$ cat config.mk
export PLATFORM = sky130hd
export DESIGN_NAME = spi_master_tx
export DESIGN_NICKNAME = d
export VERILOG_FILES = /design/src/rtl/spi_master_tx.sv
export SDC_FILE = /design/constraint.sdc
export NUM_CORES = 1
export LEC_CHECK = 0
export ABC_AREA = 0
export CAP_MARGIN = 20
export CORE_ASPECT_RATIO = 0.75
export CORE_MARGIN = 10
export CORE_UTILIZATION = 35
export CTS_BUF_LIST = sky130_fd_sc_hd__clkbuf_8
export DETAILED_ROUTE_END_ITERATION = 8
export MAX_ROUTING_LAYER = met4
export PLACE_DENSITY = 0.65
export SLEW_MARGIN = 20
export SYNTH_ARGS = -nofsm -noshare
export SYNTH_HDL_FRONTEND = slang
export SYNTH_SLANG_ARGS = --single-unit
$ cat constraint.sdc
create_clock -name clk -period 2 [get_ports clk]
set_input_delay 0.2 -clock clk [delete_from_list [all_inputs] [get_ports clk]]
set_output_delay 0.2 -clock clk [all_outputs]
set_load 0.05 [all_outputs]
$ cat src/rtl/spi_master_tx.sv
// SPI mode-0 master transmitter: one-word hold buffer feeding an MSB-first shifter.
// Optional SPI_TX_CS_EN adds an active-low chip select framing back-to-back word streams.
module spi_master_tx #(
    parameter int unsigned CLK_DIV   = 2,
    parameter int unsigned WORD_BITS = 16
) (
    input  logic                 clk,
    input  logic                 reset,
    input  logic [WORD_BITS-1:0] in_data,
    input  logic                 in_valid,
    output logic                 in_ready,
    output logic                 spi_clk,
    output logic                 spi_mosi,
    output logic                 busy,
    output logic                 word_done
`ifdef SPI_TX_CS_EN
    ,
    output logic                 spi_cs_n
`endif
);

    localparam int unsigned BIT_W = (WORD_BITS > 1) ? $clog2(WORD_BITS) : 1;
    localparam int unsigned DIV_W = 8;
    localparam logic [DIV_W-1:0] DIV_LAST = DIV_W'(CLK_DIV - 1);
    localparam logic [BIT_W-1:0] BIT_LAST = BIT_W'(WORD_BITS - 1);

    typedef enum logic [1:0] {
        ST_IDLE = 2'd0,
        ST_LOW  = 2'd1,
        ST_HIGH = 2'd2
    } state_e;

    state_e               state_q,   state_d;
    logic [DIV_W-1:0]     div_cnt_q, div_cnt_d;
    logic [BIT_W-1:0]     bit_cnt_q, bit_cnt_d;
    logic [WORD_BITS-1:0] shift_q,   shift_d;
    logic [WORD_BITS-1:0] hold_q,    hold_d;
    logic                 ready_q,   ready_d;
    logic                 sclk_q,    sclk_d;
    logic                 mosi_q,    mosi_d;
    logic                 busy_q,    busy_d;
    logic                 done_q,    done_d;
`ifdef SPI_TX_CS_EN
    logic                 cs_n_q,    cs_n_d;
`endif

    logic phase_end;
    logic load;
    logic accept;

    // Hold register is full exactly when in_ready is low.
    assign accept    = in_valid && ready_q;
    assign phase_end = (div_cnt_q == DIV_LAST);

    always_comb begin
        state_d   = state_q;
        div_cnt_d = div_cnt_q + DIV_W'(1);
        bit_cnt_d = bit_cnt_q;
        shift_d   = shift_q;
        hold_d    = hold_q;
        ready_d   = ready_q;
        sclk_d    = sclk_q;
        mosi_d    = mosi_q;
        busy_d    = busy_q;
        done_d    = 1'b0;
`ifdef SPI_TX_CS_EN
        cs_n_d    = cs_n_q;
`endif
        load      = 1'b0;

        case (state_q)
            ST_IDLE: begin
                div_cnt_d = '0;
                if (!ready_q) begin
                    load = 1'b1;
                end
            end
            ST_LOW: begin
                if (phase_end) begin
                    state_d   = ST_HIGH;
                    sclk_d    = 1'b1;
                    div_cnt_d = '0;
                end
            end
            ST_HIGH: begin
                if (phase_end) begin
                    div_cnt_d = '0;
                    sclk_d    = 1'b0;
                    if (bit_cnt_q != '0) begin
                        shift_d   = {shift_q[WORD_BITS-2:0], 1'b0};
                        mosi_d    = shift_q[WORD_BITS-2];
                        bit_cnt_d = bit_cnt_q - BIT_W'(1);
                        state_d   = ST_LOW;
                    end else begin
                        done_d = 1'b1;
                        if (!ready_q) begin
                            // Buffered word streams on with no idle gap.
                            load = 1'b1;
                        end else begin
                            state_d = ST_IDLE;
                            mosi_d  = 1'b0;
                            busy_d  = 1'b0;
`ifdef SPI_TX_CS_EN
                            cs_n_d  = 1'b1;
`endif
                        end
                    end
                end
            end
            default: begin
                state_d = ST_IDLE;
            end
        endcase

        // Move the held word into the shifter and present its MSB.
        if (load) begin
            shift_d   = hold_q;
            bit_cnt_d = BIT_LAST;
            mosi_d    = hold_q[WORD_BITS-1];
            sclk_d    = 1'b0;
            busy_d    = 1'b1;
            div_cnt_d = '0;
            ready_d   = 1'b1;
            state_d   = ST_LOW;
`ifdef SPI_TX_CS_EN
            cs_n_d    = 1'b0;
`endif
        end

        if (accept) begin
            hold_d  = in_data;
            ready_d = 1'b0;
        end
    end

    always_ff @(posedge clk) begin
        if (reset) begin
            state_q   <= ST_IDLE;
            div_cnt_q <= '0;
            bit_cnt_q <= '0;
            shift_q   <= '0;
            hold_q    <= '0;
            ready_q   <= 1'b1;
            sclk_q    <= 1'b0;
            mosi_q    <= 1'b0;
            busy_q    <= 1'b0;
            done_q    <= 1'b0;
`ifdef SPI_TX_CS_EN
            cs_n_q    <= 1'b1;
`endif
        end else begin
            state_q   <= state_d;
            div_cnt_q <= div_cnt_d;
            bit_cnt_q <= bit_cnt_d;
            shift_q   <= shift_d;
            hold_q    <= hold_d;
            ready_q   <= ready_d;
            sclk_q    <= sclk_d;
            mosi_q    <= mosi_d;
            busy_q    <= busy_d;
            done_q    <= done_d;
`ifdef SPI_TX_CS_EN
            cs_n_q    <= cs_n_d;
`endif
        end
    end

    assign in_ready  = ready_q;
    assign spi_clk   = sclk_q;
    assign spi_mosi  = mosi_q;
    assign busy      = busy_q;
    assign word_done = done_q;
`ifdef SPI_TX_CS_EN
    assign spi_cs_n  = cs_n_q;
`endif

endmodule

* After elaboration in Yosys (flattened, before gate mapping)
Cells that the tools add are included.
** Storage, ports and cells
- Register bits :: 50
- Output and inout bits :: 5
** Operators by class
- Equality and inequality tests :: 11
- Add/sub/neg operators :: 2
- Muxes and demuxes :: 35
- Reductions and logical operators :: 19
- Bitwise operators :: 3
** Operators with widths (number)
- 15-bit 2-to-1 mux :: 4
- 1-bit 2-to-1 mux :: 18
- 4-bit 2-to-1 mux :: 4
- 8-bit one-hot mux with 2 select lines :: 1
- 4-bit AND reduction :: 3
- 2-bit nonzero test :: 6
- 3-bit != test, second input constant :: 3
- 3-bit AND reduction :: 3
- 8-bit by 1-bit adder with 8-bit output, second input constant :: 1
- 8-bit by 1-bit == test with 1-bit output, second input constant :: 1
- 2-bit 2-to-1 mux :: 4
- 8-bit 2-to-1 mux :: 1
- 2-bit != test, second input constant :: 4
- 2-bit one-hot mux with 3 select lines :: 1
- 4-bit != test, second input constant :: 1
- 1-bit one-hot mux with 2 select lines :: 2
- 4-bit nonzero test :: 1
- 2-bit OR reduction :: 2
- 4-bit by 1-bit subtractor with 4-bit output, second input constant :: 1
- 1-bit inverter :: 3
- 3-bit nonzero test :: 1
- 3-bit OR reduction :: 1
- 2-bit by 1-bit == test with 1-bit output, second input constant :: 1
- 2-bit == test, second input constant :: 1
- 2 further kinds :: 2

* Logic depth before layout (Yosys ltp)
Gate-level depths: netlist of run 1.
- Word-level depth :: 6
- Depth in mapped cells :: 8
- Mapped depth without buffers :: 6

* Worst setup path before layout of run 1
Ideal clock, no wire load.
- Path kind :: register to register
- From :: register ready_q, in the netlist in_ready
- To :: register shift_q[12]
- Cell stages (with the launch flop) :: 6
- Library setup time :: 88 ps
- Required time :: 1912 ps
- Arrival :: 1849 ps
- Path buffers :: 1
- Period minus slack after synthesis :: 1938 ps
- Setup slack :: 62 ps
- Cells stage by stage :: dfxtp_1 -> nor2b_1 -> a41oi_2 -> clkbuf_1 -> nor2_1 -> a311oi_2
** On the way
- Longest elaborated chain between the ends :: 6
- Elaborated cells between the ends (all ways) :: 9
- Those cells by class :: 5 x mux; 4 x reduce/logical
** RTL lines
- from (decl) :: RTL line 38 : logic ready_q, ready_d;
- from (signal assigned) :: RTL line 157 : ready_q <= ready_d;
- 1-bit 2-to-1 mux * :: RTL line 74, 96
- 1-bit 2-to-1 mux :: RTL line 89 : if (bit_cnt_q != '0) begin
- 1-bit 2-to-1 mux :: RTL line 86 : if (phase_end) begin
- 1-bit one-hot mux with 2 select lines * :: RTL line 71 : case (state_q)
- 2-bit nonzero test (no line)
- 3-bit AND reduction (no line)
- to (signal assigned) :: RTL line 155 : shift_q <= shift_d;
- to (decl) :: RTL line 36 : logic [WORD_BITS-1:0] shift_q, shift_d;
Every way passes the cells marked *; elsewhere a longest branch is shown, timed or not.
A chain may end at the register's enable or synchronous reset.

* Worst setup path in the final report of run 1
- From :: register ready_q, in the netlist in_ready
- To :: output in_ready
** RTL lines
- to (decl) :: RTL line 11 : output logic in_ready,
No word-level cell between the ends.

==> qor.yml, run 1 <==
outcome:
  run_status: "complete, no violations"
logic_synthesis:
  synth_top_flop_cell: "sky130_fd_sc_hd__dfxtp_1"
  post_synth_and_or_nand_nor_area_fraction_pct: 27.27
  netlist_instances: 272
  postSynthRegisterBits: 50
  synthesis.area_per_instance_um2: 8.570
  synth_top_family_by_area: "simple AND/OR/NAND/NOR gates"
  synthArstFlopShare_pct: 0
  synth.most_common_cell: "sky130_fd_sc_hd__nand2_1"
  seq_area_frac_synth_pct: 42.94
  synth.area.top_cells: "sky130_fd_sc_hd__dfxtp_1 (43%), sky130_fd_sc_hd__nand2_1 (11%), sky130_fd_sc_hd__a311oi_2 (5.8%), sky130_fd_sc_hd__a21oi_1 (5.2%), sky130_fd_sc_hd__nor2_1 (4.3%)"
  synth.cell_area_um2: 2331
  synth_top_cells_by_count: "sky130_fd_sc_hd__nand2_1 (66), sky130_fd_sc_hd__dfxtp_1 (50), sky130_fd_sc_hd__nor2_1 (27)"
  yosys_warnings: 0
  arithmetic_cell_share_of_the_synthesized_area_counting_full_adders_half_adders_and_majority_gates_pct: 4.294
  synthDominantCellAreaShare_pct: 42.94
  synth_cell_types: 45
  synth.largest_area_cell: "sky130_fd_sc_hd__dfxtp_1"
  synth_xor_xnor_area_share_pct: 3.006
  synth.area.mux_share_pct: 0.4294
  postSynthNetCount: 299
  synth-edff-count: 0
  fraction_of_the_mapped_netlist_area_in_compound_gates_pct: 17.98
floorplanning:
  die_x_um: 114.2
  num_rows: 25
  floorplan.io_pins: 24
  die-area_um2: 10360
  initial_core_util_pct: 36.53
  die_height_um: 90.68
  core_um2: 6381
hold_path:
  worst_hold_startpoint: "in_data[5]"
  hold_path_class: "input pin to flop"
  worst_hold_path.endpoint: "hold_q[5]"
  holdPathStages: 3
cells_and_area:
  syn_to_final_growth_pct: 25.34
  fill_cells: 642
  finish.net_count: 336
  final_layout_size_suffix_gt1_share_pct: 18.39
  number_of_diodes_added_for_antenna_fixing: 0
  finalNonFillerCells: 391
power_and_ir_drop:
  power_switching_uw: 713.7
  clock_power_share_pct: 26.8
  irDropWorstVdd_uv: 269.2
  power_frac_seq_pct: 50.2
  gate_power_share_pct: 22.9
  p_sw_share_pct: 31.23
  p_leak_nw: 1.064
  power_density_nw_per_um2: 782.2
  internal_power_mw: 1.571
routing:
  detailroute.via_count: 1932
  detail_route.drc_violations: 0
  detail_route.vias_per_cell: 4.941
  drt.antenna.violating_nets: 0
  detail_route.iter0.violations: 62
  drt_first_pass_iters: 4
  detail_route.wirelength_mm: 5.134
  routed_wire_length_per_instance_um: 13.13
sta:
  grt_setup_unrepaired: "no"
  finClkSkew_ns: 0.008078
  timing_hold_violations_final: 0
  final_slew_viol_count: 0
  timing.final.crit_period_ns: 1.936
  finalSetupViolations: 0
  timing.fmax_mhz: 516.6
  relative_slew_slack_pct: 61.70
  setup-tns-final_ns: 0
  worst-slew-pin-transition_ns: 0.5731
  finalCritPeriodShare_pct: 96.79
clocking:
  tritoncts_num_sinks: 50
  cts_buffers: 5
  cts_max_level: 2
  path_clk_slew_ns: 0.10
  tritoncts: "yes"
  clock_tree.root_cell: "sky130_fd_sc_hd__clkbuf_8"
  post_cts_hold_buffer_count: 0
  clk-insertion-delay-late_ns: 0.32
  clock_tree.buffer_depth: 2
flow_run:
  max_cap_viols: 0
worst_setup_path:
  cp_data_arrival_time_ns: 1.74
  r2r_start: "state_q[0]"
  timing.critical_path.max_delay_family: "buffers and inverters"
  timing_worst_setup_path_type: "flop to output pin"
  worst-r2r-setup-slack_ns: 0.10
  cp_cell_sequence: "clkdlybuf4s50_1"
  required_ns: 1.80
  worst_path_max_delay_cell: "sky130_fd_sc_hd__clkdlybuf4s50_1"
  path_depth: 1
  critical_path.endpoint_type: "output pin"
  critPathBufInv: 1
  worst_path_largest_cell_delay_ns: 0.88
  r2r-end: "shift_q[3]"
  worst-r2r-cell-count: 8
  worstPathMaxFanout: 9
  worst_setup_path_start_kind: "flop"
placed_design:
  routabilityCongestion: 0.8376
  buffer_ports.inserted: 23
  dp.cells: 377
  detailed_placement_hpwl_mm: 3.660
global_routing:
  grt_pass1_vias: 1824
  number_of_antenna_violations_at_the_first_check_in_global_routing: 0
  globalRouteOverflowTotal: 0
  grt_start_max_net_pins: 26
  globalRouteTotalUtil_pct: 10.13
  grt_pass1_wl_mm: 8.556
-- sequential cells by signal, indices dropped and copies added (netlist names) --
name,count
in_ready,1
word_done,1
spi_mosi,1
bit_cnt_q,4
shift_q,15
spi_clk,1
hold_q,16
div_cnt_q,8
busy,1
state_q,2
-- cells in the final DEF (no fill, tap or decap), drive strengths merged --
cell,n
or4,2
or4b,2
o21a,1
nor3b,1
or3b,1
nand2b,3
or3,2
and2,2
buf,23
a21o,1
a311oi,15
a31oi,2
a21boi,1
o21ai,5
nand2,68
a211oi,1
nor4b,2
nand3,5
xnor2,3
a41oi,2
o2111a,1
o21bai,1
xor2,5
nor2,27
dfxtp,50
clkdlybuf4s50,23
nor3,5
clkinvlp,2
nor2b,3
clkbuf,5
inv,7
a21oi,24
nand4,4
and3,2
ha,8
mux2i,1
-- logic make-up after synthesis --
family | Yosys count
compound gates | 54
fa+ha+maj | 8
buf+inv | 22
xor+xnor | 8
simple gates | 129
flops | 50
mux | 1
-- power groups by stage --
| stage | Clock [mW] | Sequential (mW) | Combinational [mW] |
|---|---|---|---|
| 2_1_floorplan | 0 | 1.18 | 0.325 |
| 3_3_place_gp | 0 | 1.17 | 0.503 |
| 3_5_place_dp | 0 | 1.17 | 0.513 |
| 4_1_cts | 0.632 | 1.15 | 0.514 |
| 5_1_grt | 0.672 | 1.16 | 0.584 |
| 6_report | 0.614 | 1.15 | 0.524 |
-- how the worst max path moves through the flow --
stage	startpoint	end	slack (ns)
global placement	state_q[1]	shift_q[3]	0.19
floorplan	in_ready	shift_q[12]	0.06
finish	in_ready	in_ready	0.06
CTS	in_ready	in_ready	0.04
detailed placement	state_q[1]	shift_q[14]	0.09
global route	in_ready	in_ready	0.001
-- stage by stage --
step / hold WS [ns] / power (mW) / utilization [%] / setup WS, ns / cell area [um2]
2_1_floorplan: 0.3360 / 1.504 / - / 0.06236 / 2331
3_3_place_gp: 0.4458 / 1.669 / 42.98 / 0.1938 / 2743
3_5_place_dp: 0.4482 / 1.680 / 42.98 / 0.08703 / 2743
4_1_cts: 0.4110 / 2.291 / 44.43 / 0.04374 / 2835
5_1_grt: 0.4143 / 2.416 / 45.78 / 0.001328 / 2922
6_report: 0.4183 / 2.285 / 45.78 / 0.06416 / 2922
-- area by class of cell --
class	instances	area (um2)	share of cell area, %
Timing Repair Buffer	46	447.9	15.33
Multi-Input combinational cell	200	1250	42.78
Clock buffer	5	68.82	2.355
Sequential cell	50	1007	34.48
Inverter	6	22.52	0.7709
Tap cell	81	101.3	3.469
Clock inverter	3	23.77	0.8137
-- repair_timing --
item                       4_1_cts  5_1_grt
setup buffers                    0        6
hold endpoints to repair         0        0
resized for setup                0       11
setup endpoints to repair        0       14
-- routing by layer --
layer  vias to the layer above  track usage, %  part of all wire, %
li1                       1010               -                    -
met1                       888           13.69                   53
met2                        26           13.97                   41
met3                         8           3.320                  4.1
met4                         0           2.813                  1.9
met5                         -               -                    0
Note: power is estimated with default switching activity, not from simulation.
==> run 2, diff against run 1 <==
Settings changed: CORE_UTILIZATION 35 to 58, PLACE_DENSITY 0.65 to 0.81.
==> run 2 against run 1 <==
Net effect:
- maximum frequency up 1.1%
- via count up 2.6%
- worst setup slack better by 0.022 ns
- largest power group unchanged
- worst hold slack better by 0.017 ns
- count of clock-buffer cells in the layout unchanged
- clock skew down 0.0032 ns
- highest routed layer unchanged
- clock power up 13%
==> qor.yml, run 2 (same netlist as run 1, synthesis figures left out) <==
outcome:
  run_status: "complete, no violations"
worst_setup_path:
  worst_setup_path_start_kind: "flop"
  cp_data_arrival_time_ns: 2.12  # +0.38 ns
  required_ns: 2.21  # +0.41 ns
  worstPathMaxFanout: 16  # +7
  timing_worst_setup_path_type: "flop to flop"
  critical_path.endpoint_type: "flop"
global_routing:
  globalRouteOverflowTotal: 0  # unchanged
  grt_start_max_net_pins: 36  # +38%
  globalRouteTotalUtil_pct: 14.85  # +4.7 points
  number_of_antenna_violations_at_the_first_check_in_global_routing: 0  # unchanged
  grt_pass1_vias: 1808  # -0.88%
  grt_pass1_wl_mm: 8.266  # -3.4%
sta:
  finalSetupViolations: 0  # unchanged
  grt_setup_unrepaired: "yes"
  worst-slew-pin-transition_ns: 0.5766  # +0.003552 ns
  timing_hold_violations_final: 0  # unchanged
  finClkSkew_ns: 0.004903  # -0.003175 ns
  timing.final.crit_period_ns: 1.914  # -0.02186 ns
  final.setup.worst_slack_ns: 0.08602  # +0.02186 ns
  finalCritPeriodShare_pct: 95.70  # -1.1 points
  relative_slew_slack_pct: 61.56  # -0.14 points
  timing.fmax_mhz: 522.5  # +1.1%
  whs_ns: 0.4357  # +0.01746 ns
  final_slew_viol_count: 0  # unchanged
  setup-tns-final_ns: 0  # unchanged
cells_and_area:
  fill_cells: 299  # -53%
  finish.instance_area_um2: 2816  # -3.6%
  number_of_diodes_added_for_antenna_fixing: 0  # unchanged
  final_core_util_pct: 74.98  # +29 points
  finish.net_count: 326  # -3.0%
  largest_register_ff_count: 16  # unchanged
  syn_to_final_growth_pct: 20.83
  reg_top3: "hold_q: 16 flops, shift_q: 15 flops, div_cnt_q: 8 flops"
  layout_commonest_cell: "sky130_fd_sc_hd__nand2_1"
  final_layout_size_suffix_gt1_share_pct: 14.00  # -4.4 points
  finalNonFillerCells: 352  # -10%
  largest-register: "hold_q"
  most-common-layout-cells: "sky130_fd_sc_hd__nand2_1 (66), sky130_fd_sc_hd__dfxtp_1 (49), sky130_fd_sc_hd__nor2_1 (27), sky130_fd_sc_hd__a21oi_1 (24), sky130_fd_sc_hd__clkdlybuf4s50_1 (23)"
floorplanning:
  initial_core_util_pct: 62.06  # +26 points
  core_um2: 3756  # -41%
  floorplan.io_pins: 24  # unchanged
  num_rows: 19  # -24%
  die-area_um2: 6981  # -33%
  die_height_um: 74.90  # -17%
  die_x_um: 93.20  # -18%
power_and_ir_drop:
  total_power_mw: 2.377  # +4.0%
  power_density_nw_per_um2: 844.1  # +7.9%
  irDropWorstVdd_uv: 473.8  # +76%
  p_leak_nw: 1.032  # -3.1%
routing:
  drt.antenna.violating_nets: 0  # unchanged
  detail_route.vias_per_cell: 5.631  # +14%
  detail_route.wirelength_mm: 5.039  # -1.9%
  detailroute.via_count: 1982  # +2.6%
  detail_route.drc_violations: 0  # unchanged
  drt_first_pass_iters: 4  # unchanged
  detail_route.iter0.violations: 136  # +120%
  routed_wire_length_per_instance_um: 14.32  # +9.0%
clocking:
  clock_tree.root_cell: "sky130_fd_sc_hd__clkbuf_8"
  post_cts_hold_buffer_count: 0  # unchanged
  clk-insertion-delay-late_ns: 0.30  # -0.02 ns
  path_clk_slew_ns: 0.09  # about the same
  tritoncts: "yes"
  tritoncts_num_sinks: 50  # unchanged
  cts_max_level: 2  # unchanged
  clock_tree.buffer_depth: 2  # unchanged
  cts_buffers: 5  # unchanged
placed_design:
  dp_worst_setup_slack_ns: 0.02326  # -0.06377 ns
  detailed_placement_hpwl_mm: 3.495  # -4.5%
  dpl_cell_area_um2: 2669  # -2.7%
  buffer_ports.inserted: 23  # unchanged
  dp.cells: 343  # -9.0%
  routabilityCongestion: 0.8065  # -3.7%
flow_run:
  max_cap_viols: 0  # unchanged
hold_path:
  hold_path_class: "input pin to flop"
[run 2: changes by cell type in the layout (fill, tap and decap cells not counted), moves of 2 or more]
cell and delta:
sky130_fd_sc_hd__buf_4 -9, sky130_fd_sc_hd__inv_1 +3, sky130_fd_sc_hd__dfxtp_1 +2, sky130_fd_sc_hd__clkinvlp_4 -2
[run 2: final cells by class]
cell class	instances	area (um2)	area share, %
sequential	50	1002	35.58
inverter	6	22.52	0.7996
multi-input combinational	200	1250	44.38
timing repair buffer	36	370.4	13.15
tap	52	65.06	2.310
clock buffer	5	68.82	2.443
clock inverter	3	37.54	1.333
[run 2: worst paths after layout]
kind,from,endpoint,slack (ns),depth (start not counted)
worst max-delay path,state_q[0],shift_q[14],0.09,7
worst max register to register,state_q[0],shift_q[14],0.09,7
worst min register to register,hold_q[2],hold_q[2],0.46,2
worst min-delay path,in_data[14],hold_q[14],0.44,3
[run 2: worst max-delay path: stages (launching register included)]
cell and delay (ns):
sky130_fd_sc_hd__dfxtp_1 0.34, sky130_fd_sc_hd__inv_1 0.13, sky130_fd_sc_hd__ha_4 0.18, sky130_fd_sc_hd__or4b_4 0.49, sky130_fd_sc_hd__nor3_4 0.17, sky130_fd_sc_hd__buf_12 0.17
sky130_fd_sc_hd__nand2_1 0.06, sky130_fd_sc_hd__a311oi_1 0.28
[run 2: what timing repair did]
action | CTS | global route
resized for setup | 0 | 4
setup buffers | 0 | 0
setup endpoints to repair | 0 | 18
[run 2: where the power goes]
| part | leakage (nW) | switching (mW) | internal, mW |
|---|---|---|---|
| Sequential | 0.410 | 0.0626 | 1.08 |
| Combinational | 0.561 | 0.294 | 0.245 |
| Clock | 0.0607 | 0.327 | 0.364 |
[run 2: metal layers]
| layer | global-route usage (%) | up-vias | part of all wire (%) |
|---|---|---|---|
| met3 | 3.674 | 7 | 5.9 |
| met4 | 4.096 | 0 | 1.0 |
| met5 | - | - | 0 |
| met2 | 22.65 | 49 | 47 |
| li1 | - | 990 | - |
| met1 | 19.20 | 936 | 46 |
